<file path="config.mk">
export PLATFORM = sky130hd
export DESIGN_NAME = serial_adder
export DESIGN_NICKNAME = d
export VERILOG_FILES = /design/src/rtl/serial_adder.sv
export SDC_FILE = /design/constraint.sdc
export NUM_CORES = 1
export LEC_CHECK = 0
export CAP_MARGIN = 15
export CORE_MARGIN = 3
export CORE_UTILIZATION = 65
export CTS_BUF_LIST = sky130_fd_sc_hd__clkbuf_8
export CTS_CLUSTER_SIZE = 8
export DETAILED_ROUTE_END_ITERATION = 16
export DONT_BUFFER_PORTS = 1
export GPL_TIMING_DRIVEN = 0
export PLACE_DENSITY = 0.81
export RECOVER_POWER = 25
export SYNTH_ARGS = -nofsm -noshare
export SYNTH_HDL_FRONTEND = slang
export SYNTH_SLANG_ARGS = --single-unit
</file>
<file path="constraint.sdc">
create_clock -name clock -period 1.85 [get_ports clock]
set_clock_uncertainty 0.1 [all_clocks]
set_input_delay 0.37 -clock clock [delete_from_list [all_inputs] [get_ports clock]]
set_output_delay 0.37 -clock clock [all_outputs]
set_load 0.05 [all_outputs]
</file>
<file path="src/rtl/serial_adder.sv">
// serial_adder: WIDTH-bit adder that consumes DIGIT bits per clock with valid/ready handshakes.
// Define SERIAL_ADDER_SUB_EN to add the sub input (a - b) and the signed-overflow output ovf.
module serial_adder #(
  parameter int unsigned WIDTH = 8,
  parameter int unsigned DIGIT = 1
) (
  input  logic             clock,
  input  logic             reset,
  input  logic             in_valid,
  output logic             in_ready,
  input  logic [WIDTH-1:0] a,
  input  logic [WIDTH-1:0] b,
  input  logic             cin,
`ifdef SERIAL_ADDER_SUB_EN
  input  logic             sub,
  output logic             ovf,
`endif
  output logic             out_valid,
  input  logic             out_ready,
  output logic [WIDTH-1:0] sum,
  output logic             cout
);

  localparam int unsigned NDIG = WIDTH / DIGIT;
  localparam int unsigned CW   = (NDIG > 1) ? $clog2(NDIG) : 1;
  localparam logic [CW-1:0] LAST = CW'(NDIG - 1);

  if (WIDTH < 2) begin : g_bad_width
    $error("serial_adder: WIDTH must be at least 2");
  end
  if ((WIDTH % DIGIT) != 0) begin : g_bad_digit
    $error("serial_adder: WIDTH must be a multiple of DIGIT");
  end

  typedef enum logic [1:0] {IDLE, BUSY, DONE} state_t;

  state_t           state;
  logic [WIDTH-1:0] a_sh;
  logic [WIDTH-1:0] b_sh;
  logic             carry;
  logic [CW-1:0]    count;
  logic [DIGIT:0]   digit_sum;
  logic [WIDTH-1:0] sum_next;
`ifdef SERIAL_ADDER_SUB_EN
  logic             msb_cin;
`endif

  // New digits enter at the MSB end, so after NDIG steps the sum is fully aligned.
  always_comb begin
    digit_sum = {1'b0, a_sh[DIGIT-1:0]} + {1'b0, b_sh[DIGIT-1:0]} + (DIGIT+1)'(carry);
    sum_next  = (sum >> DIGIT) | (WIDTH'(digit_sum[DIGIT-1:0]) << (WIDTH - DIGIT));
  end

`ifdef SERIAL_ADDER_SUB_EN
  // Carry into the MSB recovered from the MSB sum bit: s = a ^ b ^ c_in.
  always_comb begin
    msb_cin = a_sh[DIGIT-1] ^ b_sh[DIGIT-1] ^ digit_sum[DIGIT-1];
  end
`endif

  always_ff @(posedge clock) begin
    if (reset) begin
      state     <= IDLE;
      in_ready  <= 1'b1;
      out_valid <= 1'b0;
      sum       <= '0;
      cout      <= 1'b0;
      count     <= '0;
      a_sh      <= '0;
      b_sh      <= '0;
      carry     <= 1'b0;
`ifdef SERIAL_ADDER_SUB_EN
      ovf       <= 1'b0;
`endif
    end else begin
      unique case (state)
        IDLE: begin
          if (in_valid && in_ready) begin
            a_sh     <= a;
`ifdef SERIAL_ADDER_SUB_EN
            b_sh     <= sub ? ~b : b;
            carry    <= sub | cin;
`else
            b_sh     <= b;
            carry    <= cin;
`endif
            count    <= '0;
            in_ready <= 1'b0;
            state    <= BUSY;
          end
        end
        BUSY: begin
          sum   <= sum_next;
          carry <= digit_sum[DIGIT];
          a_sh  <= a_sh >> DIGIT;
          b_sh  <= b_sh >> DIGIT;
          count <= count + 1'b1;
          if (count == LAST) begin
            cout      <= digit_sum[DIGIT];
`ifdef SERIAL_ADDER_SUB_EN
            ovf       <= msb_cin ^ digit_sum[DIGIT];
`endif
            out_valid <= 1'b1;
            state     <= DONE;
          end
        end
        DONE: begin
          if (out_ready) begin
            out_valid <= 1'b0;
            in_ready  <= 1'b1;
            state     <= IDLE;
          end
        end
        default: begin
          state     <= IDLE;
          in_ready  <= 1'b1;
          out_valid <= 1'b0;
        end
      endcase
    end
  end

endmodule
</file>
==> results.json, run 1 <==
{
  "outcome": "finished, final reports clean",
  "core_sq_um": 2255,
  "place_area_sq_um": 1614,
  "wire_per_inst_microns": 17.30,
  "cts_tree": "yes",
  "dp_hpwl_microns": 2318,
  "worstPathRequired_ns": 1.91,
  "irDropWorstVdd_mv": 0.7973,
  "worstSkewPairLatency_ns": 0.29,
  "end_kind": "flip-flop",
  "io_pins": 32,
  "final_design_area_no_fill_sq_um": 1749,
  "dp_cells": 187,
  "drtIter0Drc": 39,
  "maxSlewViolCount": 0,
  "grt_max_degree": 12,
  "tns_ns": 0,
  "ys_seq_area_frac": 0.4184,
  "cts_inserted_buffers": 5,
  "min_delay_path_depth": 2,
  "worstReg2RegEnd": "out_valid",
  "synthToLayoutAreaGrowth_pct": 10.78,
  "ant_nets": 0,
  "cts_setup_buffers": 0,
  "max_cap_viol_count": 0,
  "synth_seq_cells": 33,
  "hold_end": "a_sh[7]",
  "wirelength_microns": 3373,
  "cellPowerDensity_nw_per_um2": 1070,
  "grtUsageMet1": 0.3059,
  "gr-usage-all-layers": 0.2422,
  "setup_viol": 0,
  "syn-num-nets": 183,
  "p_leak_nw": 0.7264,
  "fmax_mhz": 591.5,
  "met3_usage": 0.09346,
  "ys_types": 31,
  "hp-class": "in -> reg",
  "gr-max-usage-layer": "met2",
  "relSlewSlack": 0.6281,
  "antenna_found_initial": 0,
  "nets": 190,
  "grt_use_met2": 0.3801,
  "criticalPathCategory": "reg -> reg",
  "io_buffers": 0,
  "timing.reg2reg.setup_slack_ns": 0.16,
  "tightestPinTransition_ns": 0.5571,
  "dr.pass1.iters": 4,
  "clock-sinks": 33,
  "start_util": 0.7003,
  "grt_pass1_vias": 1285,
  "gp_congestion": 0.8248,
  "dieWidth_microns": 55.29,
  "clkTransAtPathRegs_ns": 0.07,
  "path_max_fanout": 10,
  "clockBufferDepth": 2,
  "hold_violations": 0,
  "final_core_util": 0.7758,
  "rsz0062_at_grt": "false",
  "r2r-start": "state[1]",
  "cts_root_buf": "clkbuf_8",
  "reg2reg_depth": 4,
  "die_h_microns": 55.29,
  "vias": 1234,
  "layout_min_cycle_time_ns": 1.691,
  "route.detailed.drc": 0,
  "drive_gt1_frac": 0.1796,
  "h-tree-depth": 2,
  "n_antenna_cell": 0,
  "crit_arrival_ns": 1.75,
  "setup.worst_path.start_class": "flip-flop",
  "rows": 17,
  "synth_area_sq_um": 1579,
  "syn_avg_cell_area_sq_um": 9.931,
  "synthCells": 159,
  "gr-total-overflow": 0,
  "min_from": "a[7]",
  "layoutNonFillerInstCount": 195,
  "yosys_warnings": 0,
  "via_per_inst": 6.328,
  "grt_first_pass_wirelength_microns": 5920,
  "p_total_mw": 1.871,
  "die-area_sq_um": 3056,
  "period_share": 0.9138
}
-- how the worst max path moves through the flow --
stage             start        end  slack (ns)  depth (start not counted)
2_1_floorplan  in_ready    a_sh[0]        0.26                          3
3_3_place_gp   in_ready    b_sh[4]        0.12                          3
3_5_place_dp   in_ready      carry        0.05                          3
4_1_cts        in_ready      carry        0.05                          3
5_1_grt        state[1]  out_valid        0.03                          4
6_report       state[1]  out_valid        0.16                          4
-- per-layer routing --
layer	wire, microns	vias to the layer above
met5	0	-
met4	41	0
met3	241	5
met2	1646	42
met1	1444	601
li1	-	586
-- critical path, cell delays in order (launching register included) --
cell and delay (ns):
dfxtp_1 0.41, clkbuf_1 0.36, clkbuf_1 0.40, a2bb2oi_1 0.24
nor2_1 0.06
-- layout by cell type (no fill, tap or decap), types with 2 or more instances in the layout --
cell / count
dfxtp_1: 32
nor2_1: 4
o21ai_0: 4
inv_1: 5
o311a_1: 15
o32ai_1: 2
mux2_4: 11
buf_6: 3
ha_1: 2
clkbuf_8: 5
a21oi_1: 13
nand3_1: 2
mux2_2: 4
o21bai_1: 15
bufinv_16: 2
clkbuf_1: 9
nand2_1: 21
-- cells in the mapped netlist (all sizes together) --
cell type | number | area share
inv | 5 | 0.012
and2 | 1 | 0.0040
or3 | 1 | 0.0040
mux2 | 15 | 0.13
dfxtp | 33 | 0.42
nor2 | 4 | 0.0095
o21bai | 15 | 0.071
o21a | 1 | 0.0048
a2bb2oi | 1 | 0.0055
fa | 1 | 0.013
nand2 | 21 | 0.050
o21ai | 4 | 0.013
nor3b | 1 | 0.0048
nor3 | 1 | 0.0032
mux2i | 1 | 0.0063
a21oi | 14 | 0.047
nand3b | 1 | 0.0048
o32ai | 2 | 0.011
clkbuf | 9 | 0.021
buf | 6 | 0.036
nor2b | 1 | 0.0040
o311a | 15 | 0.095
clkinv | 1 | 0.0024
nand2b | 1 | 0.0040
ha | 2 | 0.016
nand3 | 2 | 0.0063
-- report_power, final --
part / switching (mW) / internal (mW) / leakage (nW)
clock: 0.272 / 0.535 / 0.0681
sequential: 0.0460 / 0.760 / 0.271
combinational: 0.121 / 0.137 / 0.388
total: 0.439 / 1.43 / 0.726
-- state kept, by name, summed over array words and instances, names as in the netlist --
register and cells:
b_sh 8, in_ready 1, out_valid 1, a_sh 8, cout 1, state 2
carry 1, count 3, sum 8
-- repair_timing --
action                     in CTS  in global routing
gates resized for setup         0                  1
setup endpoints to repair       0                 10
hold buffers                    0                  0
-- final cells by class --
cell class | count | area (sq um)
Multi-Input combinational cell | 105 | 804.5
Sequential cell | 33 | 661.9
Fill cell | 161 | 505.5
Buffer | 15 | 91.34
Clock buffer | 5 | 68.82
Clock inverter | 3 | 65.06
Tap cell | 28 | 35.03
Inverter | 6 | 22.52
-- stage by stage --
step                      worst slack (ns)  hold slack [ns]
final                               0.1594           0.1336
after CTS                          0.04681           0.1327
after global routing               0.02751           0.1388
after floorplan                     0.2594           0.3490
after detailed placement           0.04543           0.3744
after global placement              0.1200           0.3632
-- logic make-up (layout without fill, tap and decap cells) --
group / count (synthesis) / in the layout / synth area share
AOI/OAI and AO/OA: 52 / 52 / 0.2472
adders and majority gates: 3 / 3 / 0.02852
buffers and inverters: 21 / 29 / 0.07210
DFF: 33 / 33 / 0.4184
muxes: 16 / 16 / 0.1395
and+or+nand+nor: 34 / 34 / 0.09431
Power figures use the tool's default switching activity.
==> run 2: changes to the inputs <==
- CAP_MARGIN: 15 -> unset
- CELL_PAD_IN_SITES_DETAIL_PLACEMENT: unset -> 0
- CELL_PAD_IN_SITES_GLOBAL_PLACEMENT: unset -> 1
- CORE_UTILIZATION: 65 -> 47
- CTS_BUF_LIST: sky130_fd_sc_hd__clkbuf_8 -> unset
- PLACE_DENSITY: 0.81 -> unset
- PLACE_DENSITY_LB_ADDON: unset -> 0.1
==> results.json, run 2 (synthesis gave the netlist of run 1 again) <==
{
  "outcome": "finished, final reports clean",
  "cts_tree": "yes",
  "rows": 20,
  "gr-usage-all-layers": 0.1756,
  "io_buffers": 0,
  "final.setup.worst_slack_ns": 0.2245,
  "grt_pass1_vias": 1191,
  "criticalPathCategory": "reg -> reg",
  "worstPathRequired_ns": 1.98,
  "setup_viol": 0,
  "gr-total-overflow": 0,
  "dp_slack_ns": 0.04980,
  "hold_end": "a_sh[7]",
  "nets": 190,
  "grt_use_met2": 0.2697,
  "die-area_sq_um": 4091,
  "timing.reg2reg.setup_slack_ns": 0.22,
  "nFillCells": 301,
  "irDropWorstVdd_mv": 0.5146,
  "dieWidth_microns": 63.96,
  "gr-max-usage-layer": "met2",
  "wire_per_inst_microns": 14.93,
  "worstSkewPairLatency_ns": 0.33,
  "grt_first_pass_wirelength_microns": 5568,
  "startpoint": "state[1]",
  "postCtsHoldBufs": 0,
  "core_sq_um": 3128,
  "min_from": "a[7]",
  "drive_gt1_frac": 0.1737,
  "reg2reg_depth": 5,
  "met3_usage": 0.04569,
  "vias": 1173,
  "hp-class": "in -> reg",
  "n_antenna_cell": 0,
  "ant_nets": 0,
  "start_util": 0.5048,
  "dr.pass1.iters": 4,
  "layout_min_cycle_time_ns": 1.625,
  "worstReg2RegEnd": "a_sh[6]",
  "via_per_inst": 5.559,
  "dp_hpwl_microns": 2228,
  "top_regs": "a_sh (8), b_sh (8), sum (8)",
  "r2r-start": "state[1]",
  "io_pins": 32,
  "end_kind": "flip-flop",
  "final_cell_mix": "32 x dfxtp_1, 21 x nand2_1, 15 x o21bai_1, 15 x o311a_1, 13 x a21oi_1",
  "hold_violations": 0,
  "grtUsageMet1": 0.2256,
  "relSlewSlack": 0.6270,
  "maxSlewViolCount": 0,
  "clockBufferDepth": 2,
  "fmax_mhz": 615.2,
  "cellPowerDensity_nw_per_um2": 852.3,
  "rsz0062_at_grt": "false",
  "min_delay_path_depth": 2,
  "tightestPinTransition_ns": 0.5587,
  "route.detailed.drc": 0,
  "synthToLayoutAreaGrowth_pct": 6.815,
  "tns_ns": 0,
  "wirelength_microns": 3150,
  "drtIter0Drc": 79,
  "h-tree-depth": 2,
  "setup.worst_path.start_class": "flip-flop",
  "clkTransAtPathRegs_ns": 0.10,
  "antenna_found_initial": 0,
  "final_common_cell": "dfxtp_1",
  "path_max_fanout": 10,
  "clock-sinks": 33,
  "p_leak_nw": 0.6913,
  "crit_arrival_ns": 1.75,
  "cts_root_buf": "clkbuf_4",
  "grt_max_degree": 11,
  "gp_congestion": 0.7264,
  "die_h_microns": 63.96,
  "cts_inserted_buffers": 5,
  "max_cap_viol_count": 0,
  "period_share": 0.8786
}
[run 2: cell types whose count changed in the layout (fill, tap and decap cells not counted), sizes merged]
cell	change
bufinv	-2
clkbuf	+3
clkinv	-1
[run 2: metrics by stage]
step / instances / utilization / area [sq um] / power (mW) / hold slack (ns)
finish: 211 / 0.5392 / 1687 / 1.437 / 0.06195
floorplan: 159 / - / 1579 / 1.024 / 0.3490
global route: 211 / 0.5392 / 1687 / 1.514 / 0.05750
CTS: 211 / 0.5380 / 1683 / 1.455 / 0.05133
detailed placement: 203 / 0.5224 / 1634 / 1.072 / 0.3768
global placement: 203 / 0.5224 / 1634 / 1.063 / 0.3649
[run 2: layout make-up]
| type | instances | area [sq um] | area share |
|---|---|---|---|
| clock buffers | 8 | 48.80 | 0.02893 |
| inverters | 6 | 22.52 | 0.01335 |
| multi-input cells | 105 | 804.5 | 0.4770 |
| plain buffers | 15 | 93.84 | 0.05564 |
| well taps | 44 | 55.05 | 0.03264 |
| flip-flops and latches | 33 | 661.9 | 0.3924 |
[run 2: worst max-delay path, cell delays in order (launching register included)]
cell and delay, ns:
dfxtp_1 0.39, nand2b_1 0.14, buf_6 0.13, buf_8 0.16, mux2_4 0.31, o311a_1 0.29
[run 2: what timing repair did]
| item | in CTS | in global routing |
|---|---|---|
| endpoints found under the setup margin | 0 | 15 |
| gates resized for setup | 0 | 5 |
| setup buffers | 0 | 0 |
[run 2: worst max-delay path by stage]
stage          slack, ns      end  depth (start not counted)
5_1_grt             0.14  b_sh[7]                          4
3_5_place_dp        0.05  a_sh[6]                          3
3_3_place_gp        0.08  b_sh[5]                          3
2_1_floorplan       0.26  a_sh[0]                          3
4_1_cts             0.03  a_sh[6]                          3
6_report            0.22  a_sh[6]                          5
[run 2: report_power, final]
part | total, mW | switching [mW] | internal [mW]
Clock | 0.385 | 0.233 | 0.151
Sequential | 0.804 | 0.0447 | 0.759
Combinational | 0.249 | 0.113 | 0.136
[run 2: per-layer routing]
metal | routed length (microns) | up-vias
li1 | - | 590
met1 | 1492 | 546
met2 | 1414 | 27
met3 | 165 | 10
met4 | 78 | 0
met5 | 0 | -
==> run 3: changes to the inputs <==
- PLACE_DENSITY: unset -> 0.87
- PLACE_DENSITY_LB_ADDON: 0.1 -> unset
- RECOVER_POWER: 25 -> unset
==> results.json, run 3 (synthesis gave the netlist of run 1 again) <==
{
  "outcome": "finished, final reports clean",
  "cts_root_buf": "clkbuf_4",
  "clock-sinks": 33,
  "worstSetupEndpoint": "a_sh[6]",
  "maxSlewViolCount": 0,
  "fmax_mhz": 616.8,
  "layout_min_cycle_time_ns": 1.621,
  "start_util": 0.5048,
  "cpPeakStageDelay_ns": 0.32,
  "synthToLayoutAreaGrowth_pct": 7.211,
  "end_kind": "flip-flop",
  "io_buffers": 0,
  "core_sq_um": 3128,
  "crit_arrival_ns": 1.75,
  "cts_setup_buffers": 0,
  "final_core_util": 0.5412,
  "grt_first_pass_wirelength_microns": 5589,
  "path_max_fanout": 10,
  "cts_tree": "yes",
  "via_per_inst": 5.481,
  "cp_common_cell": "buf_6",
  "wire_per_inst_microns": 15.19,
  "nets": 190,
  "internal_power_mw": 1.073,
  "final_cell_mix": "32 x dfxtp_1, 21 x nand2_1, 15 x o21bai_1, 15 x o311a_1, 13 x a21oi_1",
  "crit_cells": 6,
  "ant_nets": 0,
  "cts_inserted_buffers": 5,
  "io_pins": 32,
  "worstSkewPairLatency_ns": 0.33,
  "clkTransAtPathRegs_ns": 0.09,
  "setup.worst_path.start_class": "flip-flop",
  "dr.pass1.iters": 4,
  "top_regs": "a_sh (8), b_sh (8), sum (8)",
  "period_share": 0.8764,
  "r2r-start": "state[0]",
  "layoutNonFillerInstCount": 210,
  "dp_slack_ns": 0.06239,
  "p_total_mw": 1.460,
  "max_cap_viol_count": 0,
  "worstReg2RegEnd": "a_sh[6]",
  "die-area_sq_um": 4091,
  "dp_cells": 203,
  "p_comb_frac": 0.170,
  "postCtsHoldBufs": 0,
  "final_common_cell": "dfxtp_1",
  "final_design_area_no_fill_sq_um": 1693,
  "clockBufferDepth": 2,
  "n_antenna_cell": 0,
  "hold_slack_ns": 0.06457,
  "place_area_sq_um": 1634,
  "gp_congestion": 0.7230,
  "tns_ns": 0,
  "timing.reg2reg.setup_slack_ns": 0.23,
  "gr-total-overflow": 0,
  "cts_resized": 0,
  "netSwitchingPower_mw": 0.3862,
  "drive_gt1_frac": 0.1807,
  "reg2reg_depth": 6,
  "rows": 20,
  "tightestPinTransition_ns": 0.5489,
  "die_h_microns": 63.96,
  "antenna_found_initial": 0,
  "crit_family": "buffers and inverters",
  "p_leak_nw": 0.6961,
  "gr-usage-all-layers": 0.1771,
  "dp_hpwl_microns": 2343,
  "critPathSlowestCell": "dfxtp_1",
  "route.detailed.drc": 0,
  "hold_violations": 0,
  "swShare": 0.2646,
  "h-tree-depth": 2,
  "cellPowerDensity_nw_per_um2": 862.2,
  "grt_pass1_vias": 1213,
  "vias": 1151,
  "criticalPathCategory": "reg -> reg",
  "final.setup.worst_slack_ns": 0.2286,
  "startpoint": "state[0]",
  "cp.buffers_inverters": 3,
  "pwr-share-clk": 0.278,
  "irDropWorstVdd_mv": 0.3822,
  "setup_viol": 0,
  "hp-class": "in -> reg",
  "relSlewSlack": 0.6336,
  "wirelength_microns": 3190,
  "rsz0062_at_grt": "false",
  "pwr-share-seq": 0.551,
  "timing.critical_path.cells": "buf_6, nand2b_1, buf_6, buf_8, mux2_4, o311a_1",
  "dieWidth_microns": 63.96,
  "grt_max_degree": 11,
  "worstPathRequired_ns": 1.98,
  "drtIter0Drc": 33
}
[run 3: cell count changes in the layout (fill, tap and decap cells not counted)]
cell,delta
clkbuf_8,+1
clkbuf_1,-2
[run 3: worst min path at each step]
stage | start | endpoint | slack [ns] | cells after the start
floorplan | count[0] | count[0] | 0.35 | 2
global placement | count[1] | count[1] | 0.36 | 2
detailed placement | count[0] | count[0] | 0.38 | 2
CTS | a[7] | a_sh[7] | 0.06 | 2
global route | a[7] | a_sh[7] | 0.05 | 2
finish | a[7] | a_sh[7] | 0.06 | 2
[run 3: layout make-up]
type,instances,area [sq um]
Fill cell,284,1435
Multi-Input combinational cell,105,804.5
Sequential cell,33,661.9
Buffer,15,93.84
Clock buffer,7,55.05
Tap cell,44,55.05
Inverter,6,22.52
[run 3: per-layer routing]
metal,global-route usage,share of wire,up-vias
li1,-,-,585
met1,0.2182,0.46,530
met2,0.2697,0.46,28
met3,0.07733,0.062,8
met4,0.07008,0.018,0
met5,0,0,-
[run 3: power groups by stage]
stage	logic (mW)	clock network, mW	registers, mW
final	0.249	0.406	0.805
after global routing	0.277	0.450	0.812
after CTS	0.251	0.421	0.805
after detailed placement	0.250	0	0.821
after global placement	0.242	0	0.819
after floorplan	0.211	0	0.813
[run 3: worst reg2reg max path, stage by stage (launching register included)]
cell and delay (ns):
dfxtp_1 0.32, buf_6 0.13, nand2b_1 0.08, buf_6 0.13
buf_8 0.16, mux2_4 0.32, o311a_1 0.28
